<file path="src/rtl/lpc_coeff_unloader.sv">
// Streams COUNT coefficients out of scratch memory one word at a time to a
// valid/ready consumer, flagging words whose upper half is not a sign extension.
module lpc_coeff_unloader #(
   parameter logic [11:0] BASE_ADDR    = 12'h00B,
   parameter int          COUNT        = 11,
   parameter int          READ_LATENCY = 2
) (
   input  logic        clock,
   input  logic        reset,
   input  logic        start,
   output logic [11:0] readAddr,
   input  logic [31:0] memIn,
   output logic [15:0] coeffOut,
   output logic [3:0]  coeffIndex,
   output logic        coeffValid,
   input  logic        coeffReady,
   output logic        rangeErr,
   output logic        busy,
   output logic        done
);

   typedef enum logic [1:0] {IDLE, ADDR, PRESENT, FINISH} state_t;

   localparam logic [1:0] LAT_LAST = 2'(READ_LATENCY - 1);
   localparam logic [3:0] IDX_LAST = 4'(COUNT - 1);

   state_t     state;
   state_t     state_next;
   logic [3:0] idx;
   logic [3:0] idx_next;
   logic [1:0] lat_cnt;
   logic [1:0] lat_next;
   logic       capture;

   always_ff @(posedge clock) begin
      if (reset) begin
         state      <= IDLE;
         idx        <= 4'd0;
         lat_cnt    <= 2'd0;
         coeffOut   <= 16'h0000;
         coeffIndex <= 4'd0;
         rangeErr   <= 1'b0;
      end else begin
         state   <= state_next;
         idx     <= idx_next;
         lat_cnt <= lat_next;
         if (capture) begin
            coeffOut   <= memIn[15:0];
            coeffIndex <= idx;
            rangeErr   <= (memIn[31:16] != {16{memIn[15]}});
         end
      end
   end

   // lat_cnt counts ADDR cycles so the read address is held for the full memory latency
   always_comb begin
      state_next = state;
      idx_next   = idx;
      lat_next   = lat_cnt;
      capture    = 1'b0;
      unique case (state)
         IDLE: begin
            if (start) begin
               idx_next   = 4'd0;
               lat_next   = 2'd0;
               state_next = ADDR;
            end
         end
         ADDR: begin
            if (lat_cnt == LAT_LAST) begin
               capture    = 1'b1;
               state_next = PRESENT;
            end else begin
               lat_next = lat_cnt + 2'd1;
            end
         end
         PRESENT: begin
            if (coeffReady) begin
               lat_next = 2'd0;
               if (idx != IDX_LAST) begin
                  idx_next   = idx + 4'd1;
                  state_next = ADDR;
               end else begin
                  state_next = FINISH;
               end
            end
         end
         FINISH: begin
            state_next = IDLE;
         end
         default: begin
            state_next = IDLE;
         end
      endcase
   end

   assign readAddr   = (state == ADDR) ? (BASE_ADDR + {8'h00, idx}) : 12'h000;
   assign coeffValid = (state == PRESENT);
   assign busy       = (state != IDLE);
   assign done       = (state == FINISH);

endmodule
</file>
<file path="config.mk">
export PLATFORM = sky130hd
export DESIGN_NAME = lpc_coeff_unloader
export DESIGN_NICKNAME = d
export VERILOG_FILES = /design/src/rtl/lpc_coeff_unloader.sv
export SDC_FILE = /design/constraint.sdc
export NUM_CORES = 1
export LEC_CHECK = 0
export CORE_MARGIN = 5
export CORE_UTILIZATION = 43
export DETAILED_ROUTE_END_ITERATION = 10
export PLACE_DENSITY_LB_ADDON = 0.3
export SYNTH_ARGS = -nofsm -noshare
export SYNTH_HDL_FRONTEND = slang
export SYNTH_SLANG_ARGS = --single-unit
</file>
<file path="constraint.sdc">
create_clock -name clock -period 2.9 [get_ports clock]
set_input_delay 0.29 -clock clock [delete_from_list [all_inputs] [get_ports clock]]
set_output_delay 0.29 -clock clock [all_outputs]
set_load 0.01 [all_outputs]
</file>
==> impl_metrics.ini <==
[worst_setup_path]
critPathLaunchType = flip-flop
worstPathArrival_ps = 1950
cp.required_ps = 2610
endpoint_kind = output port
crit_type = flip-flop to output port
crit_path_max_fanout = 8

[cts]
clk_latency_ps = 330
postCtsHoldBufs = 0
clockBufferDepth = 2
clock_sinks = 29
cts_resized = 0
cts_root_buffer = clkbuf_4
htreeDepth = 2
postCtsSetupBuffers = 0
cts_tree = done
cts_buffers = 5
cts.clk_slew.worst_paths_ps = 90

[pwr]
p_leak_nw = 0.743
peakVddDrop_v = 0.000212
power.density_nw_per_um2 = 381

[outcome]
status = finished clean

[yosys]
netlist_area_um2 = 1440
ys_top_cells_by_area = dfxtp_1 (40%), nand2_1 (11%), a21oi_1 (8.3%)
synth_cells = 180
ys_types = 37
ys_seq_area_share_pct = 40.3
synth_top_area_share_pct = 40.3
async_flop_share_pct = 0
yosysTopAreaCell = dfxtp_1
yosysMostFrequentCell = nand2_1
synthFlopType = dfxtp_1
syn_avg_cell_area_um2 = 7.99
synth_warnings = 0
synth_edf_count = 0
synth_common_cells = nand2_1 (43), dfxtp_1 (29), a21oi_1 (24)
ys_ff_latch = 29

[floorplanning]
start_util_pct = 43.8
ioPinCount = 72
die_h_um = 67.8
rows = 21
die_area_um2 = 4600
coreArea_um2 = 3280
dieWidth_um = 67.8

[timing]
rsz0062_at_grt = false
final.setup.tns_ps = 0
period_needed_ps = 2240
fin_skew_ps = 6.37
finalHoldViolations = 0
drv_slew = 0
slew_headroom_pct = 66.5
setup_viol = 0
worst_slew_pin_slew_ps = 500
timing.fmax_mhz = 447
fin_crit_sh_pct = 77.2

[global_route]
antenna_found_initial = 0
grt_pass1_wl_um = 5490
first_global_vias = 1292
track_usage_pct = 15.9
grt_max_degree = 23
overflow = 0

[route]
drt_first_pass_iters = 4
routed_wirelength_um = 3440
antenna_left = 0
num_vias = 1378
drc = 0
routedWlPerCell_um = 11.9
initialDrtViolationCount = 59
avgViaCountPerCell = 4.78

[final_layout]
diodes = 0
regArea_um2 = 581
syn_to_final_growth_pct = 45.6
postLayoutCoreUtil_pct = 63.8
multiInputGateArea_um2 = 734
drive_gt1_share_pct = 7.02
fillers = 316
finalNetCount = 281

[job]
maxCapViolCount = 0

[placed_design]
gp_routability_congestion = 0.861
portBuffers = 64
hpwlAfterDp_um = 2640

[min_path]
hp-class = flip-flop to flip-flop
## cell families (layout without fill, tap and decap cells)
kind of cell / Yosys count / count (layout) / synth area share (%)
AND/OR/NAND/NOR: 83 / 83 / 28.1
multiplexers: 1 / 1 / 0.696
adder cells (fa/ha/maj): 4 / 4 / 3.48
flip-flops: 29 / 29 / 40.3
other: 1 / 7 / 0.261
XOR/XNOR: 2 / 2 / 1.22
AO/OA/AOI/OAI: 38 / 38 / 15.7
buffers and inverters: 22 / 78 / 10.2
## routing by layer
metal / track usage (%) / wire length [µm] / share of wire (%) / up-vias
li1: - / - / - / 716
met1: 16.8 / 1330 / 39 / 607
met2: 28.8 / 1740 / 50 / 48
met3: 5.58 / 305 / 8.9 / 7
met4: 5.96 / 63 / 1.8 / 0
met5: 0 / 0 / 0 / -
## report_power, final
group | internal (mW) | switching, mW | total (mW)
combinational | 0.0837 | 0.0613 | 0.145
clock | 0.0912 | 0.146 | 0.238
sequential | 0.408 | 0.00857 | 0.416
total | 0.583 | 0.216 | 0.799
## metrics by stage
| step | hold slack [ps] | std cells | power, mW | setup WS, ps | cell area, µm² |
|---|---|---|---|---|---|
| 2_1_floorplan | 426 | 186 | 0.497 | 1480 | 1460 |
| 3_5_place_dp | 447 | 280 | 0.572 | 984 | 2040 |
| 3_3_place_gp | 440 | 280 | 0.570 | 1070 | 2040 |
| 5_1_grt | 482 | 288 | 0.841 | 498 | 2090 |
| 4_1_cts | 461 | 288 | 0.807 | 615 | 2090 |
| 6_report | 457 | 288 | 0.799 | 661 | 2090 |
## cell usage in the layout (no fill, tap or decap), types with 2 or more instances in the layout
cell type         n
nand2_1          43
nand3_1           6
clkbuf_4          5
clkdlybuf4s50_1  64
nor3_1            4
dfxtp_1          29
a21oi_1          24
clkinv_2          2
nor2b_1           2
ha_1              4
o31ai_1           3
nand4_1           2
a31oi_1           2
inv_1             5
nand2b_1          5
conb_1            7
nor4_1            2
a311oi_1          3
nor2_1           11
## sequential cells by signal, summed over array words and instances (netlist names)
name        count
lat_cnt         2
coeffIndex      4
coeffOut       16
state           2
rangeErr        1
idx             4
## final cells by class
type / instances / share of cell area (%)
tap: 46 / 2.75
timing repair buffer: 65 / 30.9
clock inverter: 3 / 0.836
sequential: 29 / 27.7
clock buffer: 5 / 1.79
multi-input combinational: 135 / 35.1
inverter: 5 / 0.896
## worst max-delay path, cell delays in order, from the launching register on
cell and delay [ps]:
dfxtp_1 470, inv_1 120, ha_1 230, xor2_1 140, nor2_1 100, clkdlybuf4s50_1 560
## final timing paths
check	start	end	slack, ps	cells after the start
worst min register to register	coeffOut[3]	coeffOut[3]	460	2
worst max-delay path	idx[0]	readAddr[2]	660	5
worst min-delay path	coeffOut[3]	coeffOut[3]	460	2
worst max register to register	idx[0]	idx[3]	1230	6
(Power assumes the default switching activity.)
